$ cat config.mk
export PLATFORM = sky130hd
export DESIGN_NAME = cpu_run_ctrl
export DESIGN_NICKNAME = d
export VERILOG_FILES = /design/src/rtl/cpu_run_ctrl.sv
export SDC_FILE = /design/constraint.sdc
export NUM_CORES = 1
export LEC_CHECK = 0
export BUFFER_PORTS_ARGS = -buffer_cell sky130_fd_sc_hd__buf_2
export CAP_MARGIN = 20
export CORE_ASPECT_RATIO = 1.4
export CORE_UTILIZATION = 25
export CTS_CLUSTER_DIAMETER = 120
export CTS_CLUSTER_SIZE = 28
export DETAILED_ROUTE_END_ITERATION = 10
export HOLD_SLACK_MARGIN = 0.08
export SLEW_MARGIN = 20
export SYNTH_ARGS = -nofsm -noshare
export SYNTH_HDL_FRONTEND = slang
export SYNTH_SLANG_ARGS = --single-unit
$ cat constraint.sdc
create_clock -name clk -period 7.6 [get_ports clk]
set_input_delay 0.76 -clock clk [delete_from_list [all_inputs] [get_ports clk]]
set_output_delay 0.76 -clock clk [all_outputs]
set_load 0.02 [all_outputs]
$ cat src/rtl/cpu_run_ctrl.sv
// Run/step/reset controller for a single-step CPU: turns debounced button presses
// into a timed CPU reset, single-step pulses and a free-running clock-enable.
module cpu_run_ctrl #(
  parameter int RUN_DIV = 50000,
  parameter int RST_CYC = 16
) (
  input  logic        clk,
  input  logic        rst,
  input  logic [3:0]  BTN_OK,
  input  logic [7:0]  SW_OK,
  output logic        cpu_clk_en,
  output logic        cpu_rst,
  output logic [1:0]  state,
  output logic [15:0] step_cnt
);

  localparam logic [1:0] RSTH = 2'b00;
  localparam logic [1:0] HALT = 2'b01;
  localparam logic [1:0] STEP = 2'b10;
  localparam logic [1:0] RUN  = 2'b11;

  localparam int CW = $clog2(RUN_DIV * 8 + 1);
  localparam int RW = (RST_CYC > 1) ? $clog2(RST_CYC) : 1;
  localparam logic [RW-1:0] RST_LAST = RW'(RST_CYC - 1);
  localparam logic [CW-1:0] DIV      = CW'(RUN_DIV);

  logic [1:0]    state_reg, state_next;
  logic [RW-1:0] rst_cnt_reg, rst_cnt_next;
  logic [CW-1:0] per_cnt_reg, per_cnt_next;
  logic [1:0]    speed_reg, speed_next;
  logic          pulse_reg, pulse_next;
  logic [15:0]   step_cnt_reg, step_cnt_next;
  logic [3:0]    btn_prev_reg;
  logic [3:0]    press;
  logic          ev_rst, ev_clr, ev_tog, ev_step;
  logic [CW-1:0] period;
  logic          expiry, run_stay;
  logic          unused_sw;

  assign unused_sw = ^SW_OK[7:2];

  genvar gi;
  generate
    for (gi = 0; gi < 4; gi++) begin : g_press
      assign press[gi] = BTN_OK[gi] & ~btn_prev_reg[gi];
    end
  endgenerate

  // Only the highest-priority press of a cycle survives
  assign ev_rst  = press[2];
  assign ev_clr  = press[3] & ~press[2];
  assign ev_tog  = press[1] & ~(|press[3:2]);
  assign ev_step = press[0] & ~(|press[3:1]);

  assign period   = DIV << speed_reg;
  assign expiry   = (per_cnt_reg == period - CW'(1));
  assign run_stay = (state_reg == RUN) && (state_next == RUN);

  always_comb begin
    state_next   = state_reg;
    rst_cnt_next = '0;
    if (ev_rst) begin
      state_next = RSTH;
    end else begin
      case (state_reg)
        RSTH: begin
          if (rst_cnt_reg == RST_LAST) begin
            state_next = HALT;
          end else begin
            rst_cnt_next = rst_cnt_reg + RW'(1);
          end
        end
        HALT: begin
          if (ev_tog) begin
            state_next = RUN;
          end else if (ev_step) begin
            state_next = STEP;
          end
        end
        STEP:    state_next = HALT;
        RUN:     if (ev_tog) state_next = HALT;
        default: state_next = RSTH;
      endcase
    end
  end

  // Period counter restarts on RUN entry and on each expiry; leaving RUN drops it
  always_comb begin
    per_cnt_next = '0;
    speed_next   = speed_reg;
    pulse_next   = 1'b0;
    if (run_stay && !expiry) begin
      per_cnt_next = per_cnt_reg + CW'(1);
    end
    if (run_stay && expiry) begin
      pulse_next = 1'b1;
    end
    if ((state_next == RUN) && ((state_reg != RUN) || expiry)) begin
      speed_next = SW_OK[1:0];
    end
  end

  always_comb begin
    step_cnt_next = step_cnt_reg;
    if (ev_rst || ev_clr) begin
      step_cnt_next = '0;
    end else if (cpu_clk_en) begin
      step_cnt_next = step_cnt_reg + 16'd1;
    end
  end

  always_ff @(posedge clk or negedge rst) begin
    if (!rst) begin
      state_reg    <= RSTH;
      rst_cnt_reg  <= '0;
      per_cnt_reg  <= '0;
      speed_reg    <= '0;
      pulse_reg    <= 1'b0;
      step_cnt_reg <= '0;
      btn_prev_reg <= 4'hF;
    end else begin
      state_reg    <= state_next;
      rst_cnt_reg  <= rst_cnt_next;
      per_cnt_reg  <= per_cnt_next;
      speed_reg    <= speed_next;
      pulse_reg    <= pulse_next;
      step_cnt_reg <= step_cnt_next;
      btn_prev_reg <= BTN_OK;
    end
  end

  assign state      = state_reg;
  assign cpu_rst    = (state_reg == RSTH);
  assign cpu_clk_en = (state_reg == STEP) | pulse_reg;
  assign step_cnt   = step_cnt_reg;

endmodule

# --- Word-level counts from Yosys, hierarchy flattened ---
# Index checks and enable logic that the tools add are counted.
classes:
  magnitude_cmp: 0
  muxes: 13
  div: 0
  n_eq_ne: 7
  n_reduce_logical: 11
  add_sub_neg: 4
  bitwise: 15
  shift: 1
  n_mul: 0
op_table:
  columns: ["cell", "n"]
  rows:
  - ["16-bit two-way mux", 2]
  - ["19-bit by 1-bit adder with 19-bit output, second input constant", 1]
  - ["19-bit == test", 1]
  - ["19-bit two-way mux", 1]
  - ["16-bit by 2-bit left shift with 19-bit output, first input constant", 1]
  - ["19-bit by 1-bit subtractor with 19-bit output, second input constant", 1]
  - ["16-bit by 1-bit adder with 16-bit output, second input constant", 1]
  - ["4-bit two-way mux", 3]
  - ["2-bit two-way mux", 5]
  - ["2-bit one-hot mux with 4 select lines", 1]
  - ["1-bit bitwise AND", 7]
  - ["1-bit inverter", 7]
  - ["2-bit == test, second input constant", 3]
  - ["4-bit by 1-bit adder with 4-bit output, second input constant", 1]
  - ["4-bit == test, second input constant", 1]
  - ["1-bit logical AND", 4]
  - ["3-bit OR reduction", 1]
  - ["2-bit by 1-bit == test with 1-bit output, second input constant", 1]
  - ["2-bit logical NOT", 1]
  - ["1-bit logical OR", 2]
  - ["2-bit != test, second input constant", 1]
  - ["2-bit nonzero test", 1]
  - ["2-bit OR reduction", 1]
  - ["1-bit logical NOT", 1]
  - ["2 further kinds", 2]
word_totals:
  word_cells: 58
  in_bits: 14
  rom_bits: 0
  reg_bits: 48
  n_memories: 0
  ramBits: 0
  latch_bits: 0

# --- Depth between registers and ports, before layout ---
logic_depth:
  ltp_word: 13
  ltp_mapped: 9
  mapped_depth_nobuf: 8

# --- Least setup slack after synthesis ---
# OpenSTA, ideal clock, no wires.
synth_timing:
  path_kind: "register to register"
  from: "register speed_reg[1]"
  to: "register speed_reg[0]"
  setup_ns: 0.128
  t_arrival_ns: 2.552
  path_slack_ns: 4.920
  path_stages_with_launch: 9
  required_time_ns: 7.472
  cell_sequence: "dfrtp_1 -> inv_1 -> ha_1 -> or4b_1 -> a22oi_1 -> nand4_1 -> a31o_1 -> a311o_1 -> mux2_1"
synth_via:
  elab_chain_cells: 5
synth_rtl:
  columns: ["item", "line_no", "source"]
  rows:
  - ["start, declared", "30", "logic [1:0] speed_reg, speed_next;"]
  - ["start signal, assigned", "125", "speed_reg <= speed_next;"]
  - ["16-bit by 2-bit left shift with 19-bit output", "55", "assign period = DIV << speed_reg;"]
  - ["19-bit by 1-bit subtractor with 19-bit output", "56", "assign expiry = (per_cnt_reg == period - CW'(1));"]
  - ["19-bit == test", "56", null]
  - ["1-bit logical OR", "98", "if ((state_next == RUN) && ((state_reg != RUN) || expiry)) begin"]
  - ["1-bit logical AND", "98", null]
# No other way between the ends.
# A chain may end at the register's enable or synchronous reset.

# --- Worst setup path in the final report ---
# Same ends and word-level chain as after synthesis.

==> impl_metrics.json <==
{
  "die_h_um": 120.5,
  "internal_power_mw": 0.4229,
  "synth_edf_count": 0,
  "fin_tns_setup_ps": 0,
  "maxCapViolCount": 0,
  "largest_reg_flops": 19,
  "grt_first_pass_wirelength_um": 8445,
  "rows": 42,
  "tightestPinTransition_ps": 778.1,
  "die_w_um": 86.64,
  "finalHoldWorstSlack_ps": 486.9,
  "synth-seq-cells": 48,
  "cts_buffers": 5,
  "clock-sinks": 48,
  "nNetsFinal": 311,
  "avgSynthCellArea_um2": 9.719,
  "synthToLayoutAreaGrowth_pct": 17.22,
  "powerDensity_nw_per_um2": 190.7,
  "mostFrequentLayoutCells": "nor2_1, dfrtp_1, buf_2",
  "dp_hpwl_um": 3710,
  "netlist_area_um2": 2507,
  "setup_viol": 0,
  "insertion_delay_ps": 290,
  "clock_skew_ps": 6.246,
  "n_antenna_cell": 0,
  "pwr-share-seq_pct": 50.0,
  "numPortBuffers": 27,
  "hold_violations": 0,
  "p_sw_share_pct": 24.55,
  "status": "complete, no violations",
  "yosysUniqueCellTypes": 38,
  "start_util_pct": 26.07,
  "cp-start-kind": "register",
  "required_ps": 7770,
  "drt.antenna.violating_nets": 0,
  "leakage_nw": 1.279,
  "cts_resized": 0,
  "drt-total-wl_um": 4977,
  "worstSetupPathType": "reg -> reg",
  "post-route-period-util_pct": 38.98,
  "mostFrequentLayoutCell": "nor2_1",
  "path_max_fanout": 11,
  "async_flop_share_pct": 100.0,
  "rsz0062_at_grt": "false",
  "die_area_um2": 10440,
  "min_period_ps": 2962,
  "vias": 1872,
  "drt-initial-drc-count": 46,
  "vdd_drop_max_mv": 0.07564,
  "clkTransAtPathRegs_ps": 60,
  "timing.slew.headroom_pct": 47.97,
  "pwr-share-clk_pct": 39.7,
  "max_freq_mhz": 337.6,
  "fp.coreArea_um2": 9617,
  "cts_setup_buffers": 0,
  "drv_slew": 0,
  "clk_path_buf_depth": 2,
  "layoutNonFillerInstCount": 419,
  "antenna_found_initial": 0,
  "via_per_inst": 4.468,
  "reg2regPathDepth": 8,
  "drt-wirelength-per-cell_um": 11.88,
  "ios": 34,
  "syn_nets": 283,
  "arrival_ps": 3130,
  "overflow": 0,
  "worstHoldPathType": "in -> async",
  "seq_area_frac_synth_pct": 48.10,
  "first_global_vias": 1826,
  "drive_gt1_share_pct": 14.29,
  "cts-htree-levels": 2,
  "synth-main-ff-cell": "dfrtp_1",
  "synthCells": 258,
  "root_buffer": "clkbuf_16",
  "grt.total_usage_pct": 10.27,
  "drt-pass1-iter-count": 4,
  "drcViolationCount": 0,
  "grt_max_degree": 49,
  "finalWeightedCongestion": 0.7653,
  "dp_cells": 411,
  "cts_tree": "built",
  "synth_warnings": 0,
  "net-switching-power_mw": 0.1376,
  "critPathCaptureType": "register",
  "p_comb_share_pct": 10.3,
  "cts_hold_buf": 0
}
-- cell families (layout without fill, tap and decap cells) --
family | count (synthesis) | in the layout | share of synthesized area [%]
buffers and inverters | 15 | 44 | 2.345
AO/OA/AOI/OAI | 21 | 21 | 5.290
XOR/XNOR | 35 | 35 | 12.23
adder cells (fa/ha/maj) | 11 | 11 | 5.489
flip-flops | 48 | 48 | 48.10
multiplexers | 4 | 4 | 1.697
AND/OR/NAND/NOR | 124 | 124 | 24.85
-- power by group through the flow --
stage | sequential (mW) | combinational [mW] | clock (mW)
finish | 0.280 | 0.0577 | 0.222
global route | 0.282 | 0.0664 | 0.239
CTS | 0.280 | 0.0589 | 0.231
detailed placement | 0.285 | 0.0586 | 0
global placement | 0.285 | 0.0566 | 0
floorplan | 0.283 | 0.0400 | 0
-- worst max-delay path, cell delays in order, from the launching register on --
cell and delay (ps):
dfrtp_1 530, inv_1 180, ha_1 340, or4b_1 520
a22oi_1 190, nand4_1 130, a31o_1 230, a311o_1 400
mux2_1 320
-- synth_stat cells (4+ instances only) --
library cell	n	area share [%]
a21oi_1	7	1.4
and3_1	4	1.0
clkbuf_1	4	0.60
dfrtp_1	44	44
dfstp_2	4	4.2
ha_1	11	5.5
inv_1	9	1.3
nand2_1	14	2.1
nand2b_1	6	1.5
nand3_1	15	3.0
nand4_1	11	2.7
nor2_1	46	6.9
nor2b_1	4	1.0
nor3_1	6	1.2
o21ai_0	6	1.2
or3_1	5	1.2
xnor2_1	12	4.2
xor2_1	23	8.0
-- through the flow --
| stage | setup slack [ps] | utilization [%] | instance area (µm²) | power, mW |
|---|---|---|---|---|
| 2_1_floorplan | 4920 | - | 2507 | 0.3229 |
| 3_3_place_gp | 4570 | 28.94 | 2783 | 0.3412 |
| 3_5_place_dp | 4509 | 28.94 | 2783 | 0.3437 |
| 4_1_cts | 4617 | 30.54 | 2937 | 0.5706 |
| 5_1_grt | 4386 | 30.56 | 2939 | 0.5875 |
| 6_report | 4638 | 30.56 | 2939 | 0.5604 |
-- per-layer routing --
metal | up-vias | part of all wire [%] | GRT usage, %
li1 | 935 | - | -
met1 | 904 | 41 | 11.36
met2 | 25 | 55 | 18.70
met3 | 8 | 2.9 | 2.526
met4 | 0 | 1.8 | 3.750
met5 | - | 0 | 0
-- area by class of cell --
| cell class | instances | area [µm²] |
|---|---|---|
| fillers | 988 | 6678 |
| inverters | 9 | 33.78 |
| well taps | 132 | 165.2 |
| multi-input cells | 195 | 1242 |
| clock inverters | 2 | 15.01 |
| clock buffers | 6 | 138.9 |
| flip-flops and latches | 48 | 1206 |
| repair buffers | 27 | 137.6 |
-- path summary, 6_finish.rpt --
kind | start | to | slack [ps]
worst max-delay path | speed_reg[1]$_DFFE_PN0P_ | speed_reg[0]$_DFFE_PN0P_ | 4640
min in group clk | per_cnt_reg[0]$_DFF_PN0_ | per_cnt_reg[0]$_DFF_PN0_ | 490
worst max register to register | speed_reg[1]$_DFFE_PN0P_ | speed_reg[0]$_DFFE_PN0P_ | 4640
worst min-delay path | rst | rst_cnt_reg[0]$_DFF_PN0_ | 490
max in group asynchronous | rst | step_cnt[15]$_DFFE_PN0P_ | 6710
worst min register to register | per_cnt_reg[0]$_DFF_PN0_ | per_cnt_reg[0]$_DFF_PN0_ | 490
(Power assumes the default switching activity.)
